===== config.mk =====
export PLATFORM = sky130hd
export DESIGN_NAME = seg7_scan_ctrl
export DESIGN_NICKNAME = d
export VERILOG_FILES = /design/src/rtl/seg7_scan_ctrl.sv
export SDC_FILE = /design/constraint.sdc
export NUM_CORES = 1
export LEC_CHECK = 0
export CORE_ASPECT_RATIO = 1.5
export CORE_UTILIZATION = 43
export CTS_BUF_LIST = sky130_fd_sc_hd__clkbuf_2
export CTS_CLUSTER_DIAMETER = 40
export DETAILED_ROUTE_END_ITERATION = 8
export PLACE_DENSITY_LB_ADDON = 0.05
export REMOVE_ABC_BUFFERS = 1
export SYNTH_ARGS = -nofsm -noshare
export SYNTH_HDL_FRONTEND = slang
export SYNTH_SLANG_ARGS = --single-unit

===== constraint.sdc =====
create_clock -name clk -period 5.3 [get_ports clk]
set_clock_uncertainty 0.15 [all_clocks]
set_input_delay 0.795 -clock clk [delete_from_list [all_inputs] [get_ports clk]]
set_output_delay 0.795 -clock clk [all_outputs]
set_load 0.02 [all_outputs]

===== src/rtl/seg7_scan_ctrl.sv =====
// seg7_scan_ctrl: multiplexed N-digit 7-segment driver.
// Shows hex nibbles directly, or converts an unsigned binary value to decimal
// with a sequential double-dabble (one input bit per cycle). Supports per-digit
// decimal points, leading-zero blanking, overflow dashes and pin polarity.
module seg7_scan_ctrl #(
   parameter int NUM_DIGITS     = 4,
   parameter int DIV_BITS       = 17,
   parameter int AN_ACTIVE_LOW  = 0,
   parameter int SEG_ACTIVE_LOW = 0
) (
   input  logic                    clk,
   input  logic                    rst,
   input  logic                    wr_en,
   input  logic [4*NUM_DIGITS-1:0] wr_data,
   input  logic                    wr_mode,
   input  logic [NUM_DIGITS-1:0]   dp_in,
   input  logic                    blank_lz,
   output logic                    busy,
   output logic                    ovf,
   output logic [NUM_DIGITS-1:0]   an,
   output logic [6:0]              seg,
   output logic                    dp
);
   localparam int W          = 4 * NUM_DIGITS;
   // Scratch carries extra BCD digits so values beyond the display range
   // leave nonzero digits above the visible ones (overflow detection).
   localparam int BCD_DIGITS = NUM_DIGITS + (NUM_DIGITS + 3) / 4;
   localparam int BW         = 4 * BCD_DIGITS;
   localparam int IDX_W      = (NUM_DIGITS > 1) ? $clog2(NUM_DIGITS) : 1;
   localparam int CNT_W      = $clog2(W + 1);

   localparam logic [0:0] ST_IDLE = 1'b0;
   localparam logic [0:0] ST_CONV = 1'b1;

   localparam logic [NUM_DIGITS-1:0] AN_OFF  = (AN_ACTIVE_LOW != 0) ? '1 : '0;
   localparam logic [6:0]            SEG_OFF = (SEG_ACTIVE_LOW != 0) ? 7'h7F : 7'h00;
   localparam logic                  DP_OFF  = (SEG_ACTIVE_LOW != 0);

   logic [0:0]            state_q, state_d;
   logic [DIV_BITS-1:0]   div_q, div_d;
   logic [IDX_W-1:0]      idx_q, idx_d;
   logic [W-1:0]          disp_q, disp_d;
   logic [NUM_DIGITS-1:0] dp_mask_q, dp_mask_d;
   logic                  ovf_q, ovf_d;
   logic [W-1:0]          bin_q, bin_d;
   logic [BW-1:0]         bcd_q, bcd_d;
   logic [CNT_W-1:0]      cnt_q, cnt_d;
   logic [NUM_DIGITS-1:0] an_q, an_d;
   logic [6:0]            seg_q, seg_d;
   logic                  dp_q, dp_d;

   logic [BW-1:0]         bcd_adj;
   logic [BW-1:0]         bcd_shift;
   logic [NUM_DIGITS-1:0] zero_up;

   function automatic logic [6:0] font(input logic [3:0] v);
      case (v)
         4'h0: font = 7'b1111110;
         4'h1: font = 7'b0110000;
         4'h2: font = 7'b1101101;
         4'h3: font = 7'b1111001;
         4'h4: font = 7'b0110011;
         4'h5: font = 7'b1011011;
         4'h6: font = 7'b1011111;
         4'h7: font = 7'b1110000;
         4'h8: font = 7'b1111111;
         4'h9: font = 7'b1110011;
         4'hA: font = 7'b1110111;
         4'hB: font = 7'b0011111;
         4'hC: font = 7'b1001110;
         4'hD: font = 7'b0111101;
         4'hE: font = 7'b1101111;
         default: font = 7'b1000111;
      endcase
   endfunction

   // Double-dabble step: add 3 to every BCD digit >= 5, then shift in next MSB.
   genvar gi;
   generate
      for (gi = 0; gi < BCD_DIGITS; gi++) begin : g_dabble
         assign bcd_adj[4*gi +: 4] = (bcd_q[4*gi +: 4] >= 4'd5) ?
                                     bcd_q[4*gi +: 4] + 4'd3 : bcd_q[4*gi +: 4];
      end
   endgenerate
   assign bcd_shift = {bcd_adj[BW-2:0], bin_q[W-1]};

   // zero_up[i] = digit i and every digit above it are zero.
   generate
      for (gi = 0; gi < NUM_DIGITS; gi++) begin : g_lz
         if (gi == NUM_DIGITS - 1) begin : g_top
            assign zero_up[gi] = (disp_q[4*gi +: 4] == 4'd0);
         end else begin : g_mid
            assign zero_up[gi] = (disp_q[4*gi +: 4] == 4'd0) && zero_up[gi+1];
         end
      end
   endgenerate

   // Write acceptance and conversion FSM; display/ovf change atomically at the end.
   always_comb begin
      state_d   = state_q;
      disp_d    = disp_q;
      dp_mask_d = dp_mask_q;
      ovf_d     = ovf_q;
      bin_d     = bin_q;
      bcd_d     = bcd_q;
      cnt_d     = cnt_q;
      case (state_q)
         ST_IDLE: begin
            if (wr_en) begin
               dp_mask_d = dp_in;
               if (wr_mode) begin
                  state_d = ST_CONV;
                  bin_d   = wr_data;
                  bcd_d   = '0;
                  cnt_d   = '0;
               end else begin
                  disp_d = wr_data;
                  ovf_d  = 1'b0;
               end
            end
         end
         default: begin
            bin_d = bin_q << 1;
            bcd_d = bcd_shift;
            cnt_d = cnt_q + 1'b1;
            if (cnt_q == CNT_W'(W - 1)) begin
               state_d = ST_IDLE;
               disp_d  = bcd_shift[W-1:0];
               // A carry out of the scratch top digit also means out of range.
               ovf_d   = (|bcd_shift[BW-1:W]) | bcd_adj[BW-1];
            end
         end
      endcase
   end

   // Refresh divider and digit index; index advances when the divider wraps.
   always_comb begin
      div_d = div_q + 1'b1;
      idx_d = idx_q;
      if (div_q == '1) begin
         idx_d = (idx_q == IDX_W'(NUM_DIGITS - 1)) ? '0 : idx_q + 1'b1;
      end
   end

   // Next pin values for the selected digit, polarity applied last.
   always_comb begin
      logic [3:0]            nib;
      logic [NUM_DIGITS-1:0] an_raw;
      logic [6:0]            seg_raw;
      nib    = disp_q[{idx_q, 2'b00} +: 4];
      an_raw = '0;
      an_raw[idx_q] = 1'b1;
      if (ovf_q) begin
         seg_raw = 7'b0000001;
      end else if (blank_lz && (idx_q != '0) && zero_up[idx_q]) begin
         seg_raw = 7'b0000000;
      end else begin
         seg_raw = font(nib);
      end
      an_d  = (AN_ACTIVE_LOW != 0) ? ~an_raw : an_raw;
      seg_d = (SEG_ACTIVE_LOW != 0) ? ~seg_raw : seg_raw;
      dp_d  = (SEG_ACTIVE_LOW != 0) ? ~dp_mask_q[idx_q] : dp_mask_q[idx_q];
   end

   // State registers with synchronous reset; reset also aborts a conversion.
   always_ff @(posedge clk) begin
      if (rst) begin
         state_q   <= ST_IDLE;
         div_q     <= '0;
         idx_q     <= '0;
         disp_q    <= '0;
         dp_mask_q <= '0;
         ovf_q     <= 1'b0;
         bin_q     <= '0;
         bcd_q     <= '0;
         cnt_q     <= '0;
         an_q      <= AN_OFF;
         seg_q     <= SEG_OFF;
         dp_q      <= DP_OFF;
      end else begin
         state_q   <= state_d;
         div_q     <= div_d;
         idx_q     <= idx_d;
         disp_q    <= disp_d;
         dp_mask_q <= dp_mask_d;
         ovf_q     <= ovf_d;
         bin_q     <= bin_d;
         bcd_q     <= bcd_d;
         cnt_q     <= cnt_d;
         an_q      <= an_d;
         seg_q     <= seg_d;
         dp_q      <= dp_d;
      end
   end

   assign busy = (state_q == ST_CONV);
   assign ovf  = ovf_q;
   assign an   = an_q;
   assign seg  = seg_q;
   assign dp   = dp_q;
endmodule


# == Word level (Yosys, flattened, before mapping) ==
# Memories as Yosys holds them, arrays and structs flattened.
# Cells that the tools add are included.
# totals
ff_bits,94
rom_bits,112
inputBits,25
output_inout_bits,14
elab_cells,93
n_memories,1
# classes
addsub,8
order_cmp,7
eq_ne,5
n_shift,1
mux,35
bitwise,2
n_reduce_logical,20
# mem_list
name,words,width,rd,rd_ports_with_merged_regs,wr,line_no,text
(name not given),16,7,1,0,0,57,case (v)
# ops
cell,n
$mux 16,7
$mux 20,3
$add 4x2->4 const B,5
$ge 4x3->1 const B,5
$mux 4,5
$add 17x1->17 const B,1
$eq 17x17->1 const B,1
$logic_not 4->1,4
$shiftx 16x5->4,1
$mux 5,3
$mux 1,13
$logic_and 1x1->1,6
$reduce_and 2->1,3
$reduce_bool 2->1,3
$add 5x1->5 const B,1
$eq 5x4->1 const B,1
$bmux 1 s2,2
$ne 2x1->1 const B,2
$reduce_or 4->1,1
$lt 2x3->1 const B,1
$reduce_and 3->1,1
$reduce_or 3->1,1
$add 2x1->2 const B,1
$demux 1 s2,1
other kinds (6),6

# == Logic depth before layout (Yosys ltp) ==
# logic_depth
ltp_word,9
ltp_mapped,9
ltp_nobuf,9

# == Worst setup path before layout ==
# Ideal clock, no wire load.
# synth_path
path_kind,reg-to-reg
from,register idx_q[0]
to,register seg_q[3] (netlist: seg[3])
setup_ns,0.128
arrival_time_ns,2.078
required_ns,5.022
setup_slack_ns,2.944
path_stages_with_launch,8
n_path_buf,1
synth_period_minus_slack_ns,2.356
path_cell_list,dfxtp_1 buf_6 mux4_1 inv_1 ha_1 mux2_2 a221oi_2 nor2_1
# synth_between
elab_chain_cells,4
word_cells_on_any_way,8
cone_classes,shift (1); mux (2); reduce/logical (4); memory (1)
# synth_rtl
element,line_no,text
start: declaration,41,"logic [IDX_W-1:0] idx_q, idx_d;"
start signal: assignment,183,idx_q <= idx_d;
"parallel branches: the longest is 4 deep, another holds $mem_v2 16x7",--,
end signal: assignment,191,seg_q <= seg_d;
end: declaration,49,"logic [6:0] seg_q, seg_d;"
# Several ways; the timed one is not identified. The select of a mux whose other input is x is not followed.
# A chain may end at the register's enable or synchronous reset.

# == Final worst setup path ==
# layout_path
from,register state_q (netlist: busy)
to,output port busy
# layout_rtl
element,line_no,text
start: declaration,39,"logic [0:0] state_q, state_d;"
start signal: assignment,181,state_q <= state_d;
end: declaration,18,"output logic busy,"
# No word-level cell between the ends.

==> metrics.cfg <==
[floorplanning]
initial_utilization=0.442
io_pins=39
die-area_mm2=0.0113
rows=46
die_h_um=129
die_w_um=87.0
core_area_mm2=0.0105

[global_route]
grt_pass1_wl_um=16500
overflow=0
antenna_found_initial=1
grt_pass1_vias=3417
grt.total_usage=0.189
grt_max_degree=55

[sta]
setup_slack_ps=2270
finalHoldViolCount=0
fin_crit_ps=3030
tightestPinTransition_ps=1030
period_share=0.571
fmax_mhz=331
rsz0062_at_grt=false
slew_violations=0
finalSetupTns_ps=0
finalSetupViolCount=0
slew_headroom=0.309

[clock_tree]
cts_sinks=94
clk_path_buf_depth=2
clkLatencyLatePin_ps=560
post_cts_resized=0
cts_tree=done
postCtsSetupRepairBufs=0
clockRootBuffer=clkbuf_2
htree_levels=3
cts_buffers=9
clk_pin_slew_ps=240
cts_hold_buf=0

[cells_and_area]
area_growth_pct=12.0
final_util=0.495
drive_gt1_frac=0.0711
layout.nets=622

[critical_path]
critPathKind=flop to output port
cp.arrival_ps=2080
slowest_delay_ps=790
cp_cell_sequence=clkdlybuf4s50_1
crit_fanout=36
endpoint_kind=output port
required_ps=4360
r2r_start=idx_q[0]
crit_path_top_delay_cell=dfxtp_2
path_buf_inv=1
cp-startpoint=busy
start_kind=flop
crit_family=flip-flops

[power]
ir_drop_v=0.000150
power.leakage_nw=1.91
p_per_area_mw_per_mm2=245

[hold_path]
hold_path_class=flop to flop
min-delay-start=bcd_q[9]

[yosys]
ys_types=49
syn_area_mm2=0.00466
synthArstFlopShare=0
synthTopCellsByCount=dfxtp_1, nor2_1, a21oi_1
synth_area_leader_cell=dfxtp_1
synth_edf_count=0
synth_area_per_cell_um2=8.42
yosysWarningCount=0
syn_inst=553
yosysMostFrequentCell=dfxtp_1
ys_seq_elements=94
ys.flop_type=dfxtp_1
synth_top_cell_area_share=0.404
seq_area_frac_synth=0.404
ys_top_cells_by_area=dfxtp_1, ha_1, a21oi_1

[detailed_routing]
wl_per_cell_um=13.7
drt_iter0_markers=162
first_pass_iters=4
wl_um=9920
vias=3754
remaining_drc_errors=0
viasPerCell=5.20
postRouteAntennaNets=0

[place]
globalplace.congestion=0.850
dp_slack_ps=1810
dp.final_hpwl_um=7020
io_buffers=38

[run_status]
outcome=completed

[job]
cap_violations=0

-- worst paths after layout --
kind	end	cells after the start	slack [ps]
worst max-delay path	busy	1	2270
worst min-delay path	bcd_q[9]	2	350
worst max register to register	seg[3]	6	2590
worst min register to register	bcd_q[9]	2	350
-- cell families (layout without fill, tap and decap cells) --
logic type | after synthesis | after routing | share of synthesized area
multiplexers | 26 | 26 | 0.0720
buffers and inverters | 56 | 80 | 0.0524
AO/OA/AOI/OAI | 111 | 111 | 0.145
AND/OR/NAND/NOR | 220 | 220 | 0.221
adder cells (fa/ha/maj) | 25 | 25 | 0.0672
XOR/XNOR | 21 | 21 | 0.0395
other | 0 | 1 | 0
flip-flops | 94 | 94 | 0.404
-- state kept, by name, summed over array words and instances, names as in the netlist --
signal and count:
bcd_q 20, div_q 17, bin_q 16, disp_q 16, seg 7, cnt_q 5, an 4, dp_mask_q 4
idx_q 2, busy 1, dp 1, ovf 1
-- power breakdown --
| part | total [mW] | internal (mW) | switching, mW |
|---|---|---|---|
| registers | 0.755 | 0.735 | 0.0207 |
| clock network | 0.351 | 0.108 | 0.243 |
| logic | 0.168 | 0.0770 | 0.0915 |
| total | 1.28 | 0.920 | 0.355 |
-- routing by layer --
layer,vias up,global-route usage,part of all wire
met5,-,0,0
met4,0,0.0696,0.015
li1,1936,-,-
met3,12,0.0382,0.027
met2,52,0.317,0.50
met1,1754,0.239,0.45
-- per-stage QoR --
| step | std cells | instance area [um^2] | hold slack (ps) | total power [mW] |
|---|---|---|---|---|
| 6_report | 722 | 5220 | 351 | 1.28 |
| 5_1_grt | 722 | 5220 | 383 | 1.35 |
| 4_1_cts | 721 | 5210 | 353 | 1.30 |
| 3_5_place_dp | 705 | 5100 | 316 | 0.939 |
| 3_3_place_gp | 705 | 5100 | 314 | 0.936 |
| 2_1_floorplan | 517 | 4490 | 291 | 0.860 |
-- cells in the final DEF, fill, tap and decap left out, drive strengths merged, types with 2 or more instances in the layout --
cell type,netlist,layout
mux4,5,5
nor2b,10,10
clkinvlp,0,3
clkinv,1,3
or3,2,2
dfxtp,94,94
inv,19,19
xor2,8,8
o21ai,16,16
a211oi,2,2
a21o,4,4
nor2,72,72
nand4,3,3
xnor2,13,13
nand2,58,58
mux2i,14,14
a22oi,2,2
nor3,6,6
nand3b,5,5
mux2,7,7
nand3,25,25
clkdlybuf4s50,0,37
nor4,4,4
a311oi,12,12
o211ai,6,6
a21oi,60,60
nand2b,24,24
ha,25,25
buf,9,7
a221oi,3,3
and3,5,5
clkbuf,27,10
-- area by class of cell --
class	instances	area, um^2
fill	1047	5320
multi-input combinational	403	2540
sequential	94	1880
timing repair buffer	44	420
tap	144	180
inverter	20	80.1
clock inverter	6	62.6
clock buffer	10	50.0
antenna	1	2.50
Power figures use the tool's default switching activity.
